File: config.mk
export PLATFORM = sky130hd
export DESIGN_NAME = gpu_blitter_flat
export DESIGN_NICKNAME = d
export VERILOG_FILES = /design/src/rtl/gpu_blitter_if.sv /design/src/rtl/gpu_blitter.sv /design/src/flat_wrapper.sv
export SDC_FILE = /design/constraint.sdc
export NUM_CORES = 1
export LEC_CHECK = 0
export ABC_CLOCK_PERIOD_IN_PS = 13700
export CORE_UTILIZATION = 60
export CTS_BUF_LIST = sky130_fd_sc_hd__clkbuf_4 sky130_fd_sc_hd__clkbuf_8
export DETAILED_ROUTE_END_ITERATION = 10
export HOLD_SLACK_MARGIN = 0.15
export PLACE_DENSITY_LB_ADDON = 0.05
export SYNTH_ARGS = -nofsm -noshare
export SYNTH_HDL_FRONTEND = slang
export SYNTH_SLANG_ARGS = --single-unit
File: constraint.sdc
create_clock -name clk -period 13.7 [get_ports clk]
set_input_delay 2.055 -clock clk [delete_from_list [all_inputs] [get_ports clk]]
set_output_delay 2.055 -clock clk [all_outputs]
set_load 0.02 [all_outputs]
File: src/rtl/gpu_blitter_if.sv
// Blitter bus bundle: command handshake, sprite-memory read port and framebuffer write port.
// The blitter takes the slave side; the command/memory environment takes the master side.
interface gpu_blitter_if #(
   parameter int ADDR_W  = 32,
   parameter int COLOR_W = 16,
   parameter int COORD_W = 8
);
   logic               cmd_valid;
   logic               cmd_ready;
   logic [1:0]         cmd_op;
   logic [ADDR_W-1:0]  cmd_address;
   logic [15:0]        cmd_src_x;
   logic [15:0]        cmd_src_y;
   logic [15:0]        cmd_sheet_w;
   logic [15:0]        cmd_width;
   logic [15:0]        cmd_height;
   logic [15:0]        cmd_x;
   logic [15:0]        cmd_y;
   logic               cmd_flip_x;
   logic               cmd_flip_y;
   logic               cmd_key_en;
   logic [COLOR_W-1:0] cmd_key_color;
   logic [COLOR_W-1:0] cmd_color;
   logic               mem_req;
   logic [ADDR_W-1:0]  mem_addr;
   logic               mem_valid;
   logic [COLOR_W-1:0] mem_rdata;
   logic               fb_write;
   logic [COORD_W-1:0] fb_x;
   logic [COORD_W-1:0] fb_y;
   logic [COLOR_W-1:0] fb_color;
   logic               busy;

   modport slave (
      input  cmd_valid, cmd_op, cmd_address, cmd_src_x, cmd_src_y, cmd_sheet_w,
             cmd_width, cmd_height, cmd_x, cmd_y, cmd_flip_x, cmd_flip_y,
             cmd_key_en, cmd_key_color, cmd_color, mem_valid, mem_rdata,
      output cmd_ready, mem_req, mem_addr, fb_write, fb_x, fb_y, fb_color, busy
   );

   modport master (
      output cmd_valid, cmd_op, cmd_address, cmd_src_x, cmd_src_y, cmd_sheet_w,
             cmd_width, cmd_height, cmd_x, cmd_y, cmd_flip_x, cmd_flip_y,
             cmd_key_en, cmd_key_color, cmd_color, mem_valid, mem_rdata,
      input  cmd_ready, mem_req, mem_addr, fb_write, fb_x, fb_y, fb_color, busy
   );
endinterface

File: src/rtl/gpu_blitter.sv
// 2D blitter: full-screen clear and sprite draw with signed-destination clipping,
// horizontal/vertical flip and colour-key transparency, one framebuffer pixel per write.
module gpu_blitter #(
   parameter int FB_WIDTH  = 160,
   parameter int FB_HEIGHT = 120,
   parameter int COORD_W   = 8,
   parameter int ADDR_W    = 32,
   parameter int COLOR_W   = 16
) (
   input  logic         clk,
   input  logic         rstn,
   gpu_blitter_if.slave bus
);
   typedef enum logic [1:0] {IDLE, CLEAR, DRAW_FETCH, DRAW_WRITE} state_t;
   state_t state;

   logic [ADDR_W-1:0]  r_address;
   logic [15:0]        r_src_x, r_src_y, r_sheet_w, r_width, r_height, r_x, r_y;
   logic               r_flip_x, r_flip_y, r_key_en;
   logic [COLOR_W-1:0] r_key_color;
   logic [15:0]        u, v;

   logic [ADDR_W-1:0]  g_address;
   logic [15:0]        g_src_x, g_src_y, g_sheet_w, g_width, g_height, g_x, g_y;
   logic               g_flip_x, g_flip_y;
   logic [15:0]        n_u, n_v, off_x, off_y;
   logic [16:0]        dx_n, dy_n, sx_n, sy_n;
   logic [33:0]        row_n;
   logic [ADDR_W-1:0]  addr_n;
   logic               vis_n, last, load_n;

   // Geometry is always evaluated for the *next* pixel so mem_req/mem_addr can be
   // registered one cycle ahead: from the live command on accept, else from (u,v)+1.
   always_comb begin
      if (state == IDLE) begin
         g_address = bus.cmd_address;  g_src_x  = bus.cmd_src_x;  g_src_y  = bus.cmd_src_y;
         g_sheet_w = bus.cmd_sheet_w;  g_width  = bus.cmd_width;  g_height = bus.cmd_height;
         g_x       = bus.cmd_x;        g_y      = bus.cmd_y;
         g_flip_x  = bus.cmd_flip_x;   g_flip_y = bus.cmd_flip_y;
         n_u       = '0;               n_v      = '0;
      end else begin
         g_address = r_address;  g_src_x  = r_src_x;  g_src_y  = r_src_y;
         g_sheet_w = r_sheet_w;  g_width  = r_width;  g_height = r_height;
         g_x       = r_x;        g_y      = r_y;
         g_flip_x  = r_flip_x;   g_flip_y = r_flip_y;
         if (u == r_width - 16'd1) begin
            n_u = '0;
            n_v = v + 16'd1;
         end else begin
            n_u = u + 16'd1;
            n_v = v;
         end
      end
      off_x  = g_flip_x ? g_width  - 16'd1 - n_u : n_u;
      off_y  = g_flip_y ? g_height - 16'd1 - n_v : n_v;
      sx_n   = {1'b0, g_src_x} + {1'b0, off_x};
      sy_n   = {1'b0, g_src_y} + {1'b0, off_y};
      row_n  = 34'(sy_n) * 34'(g_sheet_w);
      addr_n = g_address + ADDR_W'(row_n) + ADDR_W'(sx_n);
      dx_n   = {g_x[15], g_x} + {1'b0, n_u};
      dy_n   = {g_y[15], g_y} + {1'b0, n_v};
      vis_n  = !dx_n[16] && (dx_n[15:0] < 16'(FB_WIDTH)) &&
               !dy_n[16] && (dy_n[15:0] < 16'(FB_HEIGHT));
   end

   assign last   = (u == r_width - 16'd1) && (v == r_height - 16'd1);
   assign load_n = (state == IDLE && bus.cmd_valid && bus.cmd_op == 2'd0 &&
                    bus.cmd_width != 16'd0 && bus.cmd_height != 16'd0) ||
                   (state == DRAW_FETCH && !bus.mem_req && !last) ||
                   (state == DRAW_WRITE && !last);

   assign bus.cmd_ready = (state == IDLE);
   assign bus.busy      = (state != IDLE);

   // NOTE: only control state and the visible outputs are reset; the latched command,
   // pixel counters and mem_addr are always written before they are used.
   always_ff @(posedge clk) begin
      if (!rstn) begin
         state        <= IDLE;
         bus.mem_req  <= 1'b0;
         bus.fb_write <= 1'b0;
         bus.fb_x     <= '0;
         bus.fb_y     <= '0;
         bus.fb_color <= '0;
      end else begin
         case (state)
            IDLE: if (bus.cmd_valid) begin
               r_address   <= bus.cmd_address;  r_src_x  <= bus.cmd_src_x;
               r_src_y     <= bus.cmd_src_y;    r_sheet_w <= bus.cmd_sheet_w;
               r_width     <= bus.cmd_width;    r_height <= bus.cmd_height;
               r_x         <= bus.cmd_x;        r_y      <= bus.cmd_y;
               r_flip_x    <= bus.cmd_flip_x;   r_flip_y <= bus.cmd_flip_y;
               r_key_en    <= bus.cmd_key_en;   r_key_color <= bus.cmd_key_color;
               case (bus.cmd_op)
                  2'd0: if (load_n) state <= DRAW_FETCH;
                  2'd1: begin
                     state        <= CLEAR;
                     bus.fb_write <= 1'b1;
                     bus.fb_x     <= '0;
                     bus.fb_y     <= '0;
                     bus.fb_color <= bus.cmd_color;
                  end
                  default: ;
               endcase
            end
            CLEAR: begin
               if (bus.fb_x == COORD_W'(FB_WIDTH - 1)) begin
                  bus.fb_x <= '0;
                  if (bus.fb_y == COORD_W'(FB_HEIGHT - 1)) begin
                     bus.fb_y     <= '0;
                     bus.fb_write <= 1'b0;
                     state        <= IDLE;
                  end else begin
                     bus.fb_y <= bus.fb_y + COORD_W'(1);
                  end
               end else begin
                  bus.fb_x <= bus.fb_x + COORD_W'(1);
               end
            end
            DRAW_FETCH: begin
               if (!bus.mem_req) begin
                  if (last) state <= IDLE;
               end else if (bus.mem_valid) begin
                  bus.mem_req  <= 1'b0;
                  bus.fb_color <= bus.mem_rdata;
                  bus.fb_write <= !(r_key_en && bus.mem_rdata == r_key_color);
                  state        <= DRAW_WRITE;
               end
            end
            DRAW_WRITE: begin
               bus.fb_write <= 1'b0;
               state        <= last ? IDLE : DRAW_FETCH;
            end
            default: state <= IDLE;
         endcase

         // Step to the next pixel; clipped pixels get mem_req low and cost one cycle.
         if (load_n) begin
            u            <= n_u;
            v            <= n_v;
            bus.mem_req  <= vis_n;
            bus.mem_addr <= addr_n;
            if (vis_n) begin
               bus.fb_x <= COORD_W'(dx_n);
               bus.fb_y <= COORD_W'(dy_n);
            end
         end
      end
   end
endmodule

File: src/flat_wrapper.sv
// flat-port wrapper written by rule: the top's interface ports become plain ports
module gpu_blitter_flat 
#(
   parameter int FB_WIDTH  = 160,
   parameter int FB_HEIGHT = 120,
   parameter int COORD_W   = 8,
   parameter int ADDR_W    = 32,
   parameter int COLOR_W   = 16
)
  (clk, rstn, bus_cmd_valid, bus_cmd_op, bus_cmd_address, bus_cmd_src_x, bus_cmd_src_y, bus_cmd_sheet_w, bus_cmd_width, bus_cmd_height, bus_cmd_x, bus_cmd_y, bus_cmd_flip_x, bus_cmd_flip_y, bus_cmd_key_en, bus_cmd_key_color, bus_cmd_color, bus_mem_valid, bus_mem_rdata, bus_cmd_ready, bus_mem_req, bus_mem_addr, bus_fb_write, bus_fb_x, bus_fb_y, bus_fb_color, bus_busy);
  gpu_blitter_if #(.ADDR_W(ADDR_W), .COLOR_W(COLOR_W), .COORD_W(COORD_W)) bus_i ();
  input  logic clk;
  input  logic rstn;
  input wire logic [$bits(bus_i.cmd_valid)-1:0] bus_cmd_valid;
  input wire logic [$bits(bus_i.cmd_op)-1:0] bus_cmd_op;
  input wire logic [$bits(bus_i.cmd_address)-1:0] bus_cmd_address;
  input wire logic [$bits(bus_i.cmd_src_x)-1:0] bus_cmd_src_x;
  input wire logic [$bits(bus_i.cmd_src_y)-1:0] bus_cmd_src_y;
  input wire logic [$bits(bus_i.cmd_sheet_w)-1:0] bus_cmd_sheet_w;
  input wire logic [$bits(bus_i.cmd_width)-1:0] bus_cmd_width;
  input wire logic [$bits(bus_i.cmd_height)-1:0] bus_cmd_height;
  input wire logic [$bits(bus_i.cmd_x)-1:0] bus_cmd_x;
  input wire logic [$bits(bus_i.cmd_y)-1:0] bus_cmd_y;
  input wire logic [$bits(bus_i.cmd_flip_x)-1:0] bus_cmd_flip_x;
  input wire logic [$bits(bus_i.cmd_flip_y)-1:0] bus_cmd_flip_y;
  input wire logic [$bits(bus_i.cmd_key_en)-1:0] bus_cmd_key_en;
  input wire logic [$bits(bus_i.cmd_key_color)-1:0] bus_cmd_key_color;
  input wire logic [$bits(bus_i.cmd_color)-1:0] bus_cmd_color;
  input wire logic [$bits(bus_i.mem_valid)-1:0] bus_mem_valid;
  input wire logic [$bits(bus_i.mem_rdata)-1:0] bus_mem_rdata;
  output wire logic [$bits(bus_i.cmd_ready)-1:0] bus_cmd_ready;
  output wire logic [$bits(bus_i.mem_req)-1:0] bus_mem_req;
  output wire logic [$bits(bus_i.mem_addr)-1:0] bus_mem_addr;
  output wire logic [$bits(bus_i.fb_write)-1:0] bus_fb_write;
  output wire logic [$bits(bus_i.fb_x)-1:0] bus_fb_x;
  output wire logic [$bits(bus_i.fb_y)-1:0] bus_fb_y;
  output wire logic [$bits(bus_i.fb_color)-1:0] bus_fb_color;
  output wire logic [$bits(bus_i.busy)-1:0] bus_busy;
  assign bus_i.cmd_valid = bus_cmd_valid;
  assign bus_i.cmd_op = bus_cmd_op;
  assign bus_i.cmd_address = bus_cmd_address;
  assign bus_i.cmd_src_x = bus_cmd_src_x;
  assign bus_i.cmd_src_y = bus_cmd_src_y;
  assign bus_i.cmd_sheet_w = bus_cmd_sheet_w;
  assign bus_i.cmd_width = bus_cmd_width;
  assign bus_i.cmd_height = bus_cmd_height;
  assign bus_i.cmd_x = bus_cmd_x;
  assign bus_i.cmd_y = bus_cmd_y;
  assign bus_i.cmd_flip_x = bus_cmd_flip_x;
  assign bus_i.cmd_flip_y = bus_cmd_flip_y;
  assign bus_i.cmd_key_en = bus_cmd_key_en;
  assign bus_i.cmd_key_color = bus_cmd_key_color;
  assign bus_i.cmd_color = bus_cmd_color;
  assign bus_i.mem_valid = bus_mem_valid;
  assign bus_i.mem_rdata = bus_mem_rdata;
  assign bus_cmd_ready = bus_i.cmd_ready;
  assign bus_mem_req = bus_i.mem_req;
  assign bus_mem_addr = bus_i.mem_addr;
  assign bus_fb_write = bus_i.fb_write;
  assign bus_fb_x = bus_i.fb_x;
  assign bus_fb_y = bus_i.fb_y;
  assign bus_fb_color = bus_i.fb_color;
  assign bus_busy = bus_i.busy;
  gpu_blitter #(.FB_WIDTH(FB_WIDTH), .FB_HEIGHT(FB_HEIGHT), .COORD_W(COORD_W), .ADDR_W(ADDR_W), .COLOR_W(COLOR_W)) u_core (.clk(clk), .rstn(rstn), .bus(bus_i));
endmodule
==> flow_summary.ini, run 1 <==
[global_routing]
grt_pass1_vias = 23700
top_usage_layer = met2
grt_max_degree = 164
antenna_found_initial = 1
grt_usage = 0.351
grt_util_met2 = 0.566
use_met3 = 0.0751
grt-ovfl-total = 0
use_met1 = 0.468
grt_pass1_wl_um = 128000

[sta]
period_minus_slack_ns = 12.82
skew_ns = 0.0298
tightest_slew_ns = 1.29
setup_viol = 0
maxSlewViolCount = 0
finalCritPeriodShare = 0.936
holdWs_ns = 0.499
setup_tns_ns = 0
fmaxAchievable_ghz = 0.0780
slew_headroom = 0.115
timing_hold_violations_final = 0
rsz0062_at_grt = false

[synthesis]
synth_edf_count = 227
synth_area_sq_um = 27600
synth_top_area_frac = 0.247
synth_area_leader_cell = edfxtp_1
syn_inst = 3037
yosys-top-cells-count = nand2_1 (551), inv_1 (412), fa_1 (275), nor2_1 (260), edfxtp_1 (227)
synth.ff_latch_count = 263
ys_seq_area_frac = 0.273
yosysWarnings = 0
postSynthAreaPerCell_sq_um = 9.08
synth_most_common_cell = nand2_1
ys_types = 88
synth_fp_nets = 3699
yosys-top-cells-area = edfxtp_1 (25%), fa_1 (20%), ha_1 (8.4%), nand2_1 (7.5%), inv_1 (5.6%)
synthArstFlopShare = 0
ys.flop_type = edfxtp_1

[worst_setup_path]
r2r_end = u_core.bus.mem_addr[31]$_DFFE_PP_
cp.arrival_ns = 13.24
rr_startpoint = u_core.r_width[0]$_DFFE_PP_
rrSetupSlack_ns = 0.88
required_ns = 14.11
rr_worst_depth = 48
critical_path.startpoint = u_core.r_width[0]$_DFFE_PP_
path_class = flop to flop
worst_path_largest_cell_delay_ns = 0.57
cp_common_cell = fa_1
cp_max_fo = 17
cp_slowest_cell = fa_1
setup.worst_path.end = u_core.bus.mem_addr[31]$_DFFE_PP_
start_kind = flop
critPathCaptureType = flop

[routing]
routed_wl_um = 80800
via_per_inst = 5.89
drt_pass1_iterations = 5
vias = 23100
route.detailed.drc = 0
avgRoutedWirePerCell_um = 20.6
ant_nets = 0
drtIter0Drc = 1964

[die]
core_sq_um = 45400
die_x_um = 216
rows = 78
fp.dieH_um = 216
initial_core_util = 0.608
ios = 269
die-area_sq_um = 46800

[cts]
htree_levels = 2
clk_latency_ns = 0.67
clock_sinks = 263
cts_tree = built
clk_root_buffer_cell = clkbuf_8
cts_buffer_depth = 3
postCtsSetupBuffers = 0
clkTransAtPathRegs_ns = 0.06
cts_buffers = 49

[finish]
num_antenna_cells = 0
finalNonFillerCells = 3926
drive_gt1_frac = 0.0514
area.growth.synth_to_final_pct = 15.9
nets = 3949

[status]
outcome = finished, final reports clean

[placed_design]
dpl.cell_count = 3836
dp_hpwl_um = 63500
gp_congestion = 0.961
io_buffer_count = 268

[worst_hold_path]
min_path_type = flop to flop

[job]
cap_violations = 0
==> cell type report <==
type,count,area [sq um]
multi-input combinational,2254,18100
clock buffer,66,821
fill,3507,13400
inverter,413,1560
tap,600,751
clock inverter,24,210
timing repair buffer,306,2980
sequential,263,7540
==> stage by stage <==
stage                      util  instance area, sq um  setup slack, ns
final                     0.704                 32000            0.877
after global routing      0.704                 32000           0.0669
after CTS                 0.704                 31900            0.575
after detailed placement  0.681                 30900            0.621
after global placement    0.681                 30900             1.06
after floorplan               -                 27600             1.95
==> per-layer routing <==
layer,up-vias,share of wire,wire [um]
met5,-,0.00015,12
met4,2,0.035,2830
met3,185,0.085,6840
met2,976,0.47,37700
met1,11300,0.41,33400
li1,10600,-,-
==> placed cells by master (no fill, tap or decap), types with 38 or more instances in the layout <==
| master | n |
|---|---|
| o21ai_0 | 65 |
| nand3_1 | 60 |
| xor2_1 | 56 |
| inv_1 | 412 |
| mux2i_1 | 76 |
| xnor2_1 | 111 |
| nor3_1 | 38 |
| nand2_1 | 551 |
| nor2_1 | 259 |
| fa_1 | 275 |
| a21oi_1 | 87 |
| edfxtp_1 | 227 |
| clkdlybuf4s50_1 | 268 |
| ha_1 | 186 |
| clkbuf_8 | 52 |
==> how the worst min path moves through the flow <==
stage,start,endpoint,cells past startpoint
finish,u_core.bus.fb_color[9]$_SDFFE_PN0P_,u_core.bus.fb_color[9]$_SDFFE_PN0P_,2
global route,u_core.bus.fb_color[9]$_SDFFE_PN0P_,u_core.bus.fb_color[9]$_SDFFE_PN0P_,2
CTS,u_core.bus.fb_color[9]$_SDFFE_PN0P_,u_core.bus.fb_color[9]$_SDFFE_PN0P_,2
detailed placement,u_core.bus.fb_color[9]$_SDFFE_PN0P_,u_core.bus.fb_color[9]$_SDFFE_PN0P_,2
global placement,u_core.bus.fb_color[12]$_SDFFE_PN0P_,u_core.bus.fb_color[12]$_SDFFE_PN0P_,2
floorplan,u_core.bus.fb_color[0]$_SDFFE_PN0P_,u_core.bus.fb_color[0]$_SDFFE_PN0P_,2
==> sequential cells by signal, indices dropped and copies added (netlist names), 16 cells and up <==
signal / flops
u_core.r_x: 16
u_core.r_src_y: 16
u_core.r_sheet_w: 16
u_core.u: 16
u_core.r_src_x: 16
u_core.r_y: 16
u_core.r_height: 16
u_core.r_address: 32
u_core.r_width: 16
u_core.bus.fb_color: 16
u_core.v: 16
u_core.r_key_color: 16
u_core.bus.mem_addr: 32
==> critical path, delay by kind of cell, from the launching register on <==
kind | cells | cell delay [ns]
buffers and inverters | 7 | 0.67
flip-flops | 1 | 0.52
AO/OA/AOI/OAI | 15 | 3.64
XOR/XNOR | 4 | 0.54
AND/OR/NAND/NOR | 12 | 2.79
adder cells (fa/ha/maj) | 10 | 4.34
==> logic make-up (layout without fill, tap and decap cells) <==
family                     Yosys count  in the layout  synth area share
and+or+nand+nor                   1137           1137             0.187
buffers and inverters              520            809            0.0721
adders and majority gates          461            461             0.284
AOI/OAI and AO/OA                  410            410             0.102
DFF                                263            263             0.273
xor gates and xnor gates           168            168            0.0533
muxes                               78             78            0.0285
==> repair_timing <==
item,CTS,global route
gates resized for setup,0,6
hold buffers,0,0
endpoints found under the setup margin,0,5
Power of run 1 is left out: the tool's default activity adds up to more than one toggle a clock period on the data nets, which glitch-free logic cannot reach.
==> inputs of run 2 (changes only) <==
Settings changed: GPL_TIMING_DRIVEN from default to 0, REMOVE_ABC_BUFFERS from default to 1, SKIP_CTS_REPAIR_TIMING from default to 1.
==> run 2 against run 1 <==
Net effect:
- non-clock buffer count is 16 lower
- design area increased by 0.56%
- critical path type unchanged
- clock skew rose by 0.012 ns
==> flow_summary.ini, run 2 (same netlist as run 1, synthesis figures left out) <==
[sta]
skew_ns = 0.0418
finalCritPeriodShare = 0.965
period_minus_slack_ns = 13.21
fmaxAchievable_ghz = 0.0757
holdWs_ns = 0.502
maxSlewViolCount = 0
tightest_slew_ns = 1.40
setup_viol = 0
timing_hold_violations_final = 0
slew_headroom = 0.0612

[die]
die_x_um = 216
ios = 269
rows = 78
core_sq_um = 45400
fp.dieH_um = 216
initial_core_util = 0.608
die-area_sq_um = 46800

[global_routing]
grt_usage = 0.328
grt_max_degree = 129
grt_pass1_vias = 23600
grt-ovfl-total = 0
grt_pass1_wl_um = 121000
antenna_found_initial = 3

[status]
outcome = finished, final reports clean

[routing]
vias = 22900
avgRoutedWirePerCell_um = 19.5
drt_pass1_iterations = 6
ant_nets = 0
route.detailed.drc = 0
drtIter0Drc = 1769
via_per_inst = 5.86
routed_wl_um = 76100

[job]
cap_violations = 0

[worst_setup_path]
cp_common_cell = fa_1
start_kind = flop
required_ns = 14.10
cp_max_fo = 16
critPathCaptureType = flop
worst_path_largest_cell_delay_ns = 0.64
cp.arrival_ns = 13.61
rrSetupSlack_ns = 0.49
cp_slowest_cell = or4b_1
path_class = flop to flop
rr_worst_depth = 46

[placed_design]
io_buffer_count = 268
dp_hpwl_um = 58300
gp_congestion = 0.962
placed_area_sq_um = 30900

[finish]
nets = 3934
fin_area_sq_um = 32100
mostFrequentLayoutCells = nand2_1 (551), inv_1 (412), fa_1 (275)
area.growth.synth_to_final_pct = 16.6
drive_gt1_frac = 0.0520
top_regs = u_core.bus.mem_addr: 32 flops, u_core.r_address: 32 flops
final_common_cell = nand2_1

[cts]
cts_buffer_depth = 3
cts_tree = built
clock_sinks = 263
clk_root_buffer_cell = clkbuf_8
clkTransAtPathRegs_ns = 0.06
cts_buffers = 49
clk_latency_ns = 0.68
htree_levels = 2

[worst_hold_path]
min_path_type = flop to flop
hold_depth = 2
[run 2: final timing paths]
path                                        from                                   to
min          u_core.bus.fb_color[0]$_SDFFE_PN0P_  u_core.bus.fb_color[0]$_SDFFE_PN0P_
min reg2reg  u_core.bus.fb_color[0]$_SDFFE_PN0P_  u_core.bus.fb_color[0]$_SDFFE_PN0P_
max reg2reg          u_core.r_width[0]$_DFFE_PP_    u_core.bus.mem_addr[31]$_DFFE_PP_
max                  u_core.r_width[0]$_DFFE_PP_    u_core.bus.mem_addr[31]$_DFFE_PP_
[run 2: per-stage QoR]
step	setup TNS, ns	utilization	instances	worst slack [ns]
2_1_floorplan	-17.43	-	2930	-1.46
3_3_place_gp	-932.03	0.674	3798	-8.08
3_5_place_dp	-1.86	0.682	3813	-0.708
4_1_cts	-2.36	0.703	3900	-0.768
5_1_grt	-0.220	0.708	3909	-0.134
6_report	0	0.708	3909	0.485
[run 2: routing by layer]
metal	vias to the layer above	wire, um	track usage
met5	-	15	0
met4	4	2830	0.133
met3	189	5740	0.0432
met2	946	36100	0.544
met1	11100	31400	0.435
li1	10600	-	-
[run 2: cell type report]
class / instances / area [sq um]
Tap cell: 600 / 751
Sequential cell: 263 / 7540
Antenna cell: 1 / 2.50
Inverter: 413 / 1560
Clock inverter: 12 / 82.6
Timing Repair Buffer: 290 / 3050
Fill cell: 3646 / 13200
Multi-Input combinational cell: 2255 / 18300
Clock buffer: 75 / 888
[run 2: worst max-delay path, delay by kind of cell, from the launching register on]
kind	cells	cell delay (ns)
AO/OA/AOI/OAI	15	3.79
XOR/XNOR	5	0.80
adder cells (fa/ha/maj)	10	4.49
buffers and inverters	5	0.34
flip-flops	1	0.52
AND/OR/NAND/NOR	11	2.98
Power of run 2 is left out for the same reason.
==> inputs of run 3 (changes only) <==
Settings changed: CORE_MARGIN from default to 5, RECOVER_POWER from default to 100.
==> run 3 against run 2 <==
Net effect:
- the flow now finishes with violations (capacitance limit, slew limit)
- sequential share of layout area increased by 0.063 points
- global-route usage decreased by 2.6 points
- final cell count increased by 0.49%
- register-to-register slack improved by 0.29 ns
- count of clock-buffer cells in the layout decreased by 1
- fmax increased by 2.3%
- via count increased by 0.44%
- wire length increased by 0.27%
- hold slack got worse by 0.0051 ns
- die area increased by 7.5%
- clock skew decreased by 0.025 ns
- critical path type unchanged
- critical endpoint unchanged
==> flow_summary.ini, run 3 (same netlist as run 1, synthesis figures left out) <==
[status]
outcome = finished, violations left
violations = capacitance limit, slew limit

[worst_setup_path]
cp_max_fo = 16
rrSetupSlack_ns = 0.78
rr_worst_depth = 44
rr_startpoint = u_core.r_width[0]$_DFFE_PP_
worst_path_largest_cell_delay_ns = 0.61
r2r_end = u_core.bus.mem_addr[31]$_DFFE_PP_
path_class = flop to flop
required_ns = 14.07
critPathCaptureType = flop
cp_slowest_cell = fa_1
cp.arrival_ns = 13.29
start_kind = flop

[sta]
setup_viol = 0
timing_hold_violations_final = 0
finalCritPeriodShare = 0.943
setup_tns_ns = 0
tightest_slew_ns = 2.69
skew_ns = 0.0165
maxSlewViolCount = 241
layout_setup_ws_ns = 0.778
slew_headroom = -0.795
period_minus_slack_ns = 12.92
fmaxAchievable_ghz = 0.0774
rsz0062_at_grt = false

[worst_hold_path]
min_path_type = flop to flop
hold_depth = 2
hold_end = u_core.bus.fb_color[11]$_SDFFE_PN0P_
hold_start = u_core.bus.fb_color[11]$_SDFFE_PN0P_

[routing]
ant_nets = 0
avgRoutedWirePerCell_um = 19.4
routed_wl_um = 76300
route.detailed.drc = 0
drt_pass1_iterations = 5
via_per_inst = 5.85
vias = 23000
drtIter0Drc = 1765

[finish]
finalNonFillerCells = 3928
final_common_cell = nand2_1
area.growth.synth_to_final_pct = 16.2
final_core_util = 0.707
drive_gt1_frac = 0.0491
mostFrequentLayoutCells = nand2_1 (551), inv_1 (412), fa_1 (275)
top_regs = u_core.bus.mem_addr: 32 flops, u_core.r_address: 32 flops
nets = 3940

[placed_design]
dpl.cell_count = 3812
io_buffer_count = 268
place_ws_ns = -0.820
gp_congestion = 0.968
dp_hpwl_um = 59400

[global_routing]
grt_usage = 0.301
grt_max_degree = 129
antenna_found_initial = 11
grt_pass1_wl_um = 122000
grt_pass1_vias = 23500
grt-ovfl-total = 0

[die]
die_x_um = 224
die-area_sq_um = 50400
initial_core_util = 0.608
fp.dieH_um = 224
ios = 269
core_sq_um = 45400
rows = 78

[cts]
clock_sinks = 263
cts_tree = built
clk_root_buffer_cell = clkbuf_8
cts_buffers = 50
cts_buffer_depth = 3
clk_latency_ns = 0.64
htree_levels = 2
clkTransAtPathRegs_ns = 0.06

[job]
cap_violations = 8
==> run 3: changes by cell type in the layout (fill, tap and decap cells not counted), sizes merged <==
| cell | change |
|---|---|
| clkdlybuf4s50 | -232 |
| dlygate4sd3 | +232 |
| diode | +8 |
| clkbuf | +5 |
| clkinv | +5 |
| bufinv | +2 |
| buf | -1 |
| clkinvlp | +1 |
| inv | -1 |
==> run 3: layout make-up <==
cell class,count,area (sq um)
flip-flops and latches,263,7540
fillers,3541,13300
repair buffers,295,2960
multi-input cells,2255,18200
clock buffers,74,900
clock inverters,19,156
inverters,413,1560
diodes,9,22.5
well taps,600,751
==> run 3: worst max-delay path, delay by kind of cell (launching register included) <==
| family | cells | cell delay [ns] |
|---|---|---|
| adder cells (fa/ha/maj) | 10 | 4.40 |
| AO/OA/AOI/OAI | 14 | 3.61 |
| AND/OR/NAND/NOR | 11 | 3.16 |
| flip-flops | 1 | 0.52 |
| XOR/XNOR | 3 | 0.50 |
| buffers and inverters | 6 | 0.44 |
==> run 3: per-layer routing <==
layer,GRT usage,part of all wire
met1,0.403,0.40
met2,0.503,0.48
met3,0.0540,0.084
met4,0.0966,0.034
met5,0,0.00029
==> run 3: how the worst max path moves through the flow <==
stage	startpoint	cells after the start	slack, ns	to
6_report	u_core.r_width[0]$_DFFE_PP_	44	0.78	u_core.bus.mem_addr[31]$_DFFE_PP_
5_1_grt	u_core.r_width[0]$_DFFE_PP_	43	0.09	u_core.bus.mem_addr[31]$_DFFE_PP_
4_1_cts	u_core.r_width[0]$_DFFE_PP_	45	-0.88	u_core.bus.mem_addr[31]$_DFFE_PP_
3_5_place_dp	u_core.r_width[0]$_DFFE_PP_	45	-0.82	u_core.bus.mem_addr[31]$_DFFE_PP_
3_3_place_gp	u_core.state[1]$_SDFFE_PN0P_	38	-8.13	u_core.bus.mem_addr[31]$_DFFE_PP_
2_1_floorplan	u_core.state[1]$_SDFFE_PN0P_	38	-1.46	u_core.bus.mem_addr[31]$_DFFE_PP_
==> run 3: stage by stage <==
stage	cell area [sq um]	hold WS, ns
5_1_grt	32000	0.521
3_5_place_dp	30900	0.494
3_3_place_gp	30600	0.485
4_1_cts	31900	0.500
6_report	32100	0.497
2_1_floorplan	27100	0.571
Power of run 3 is left out for the same reason.
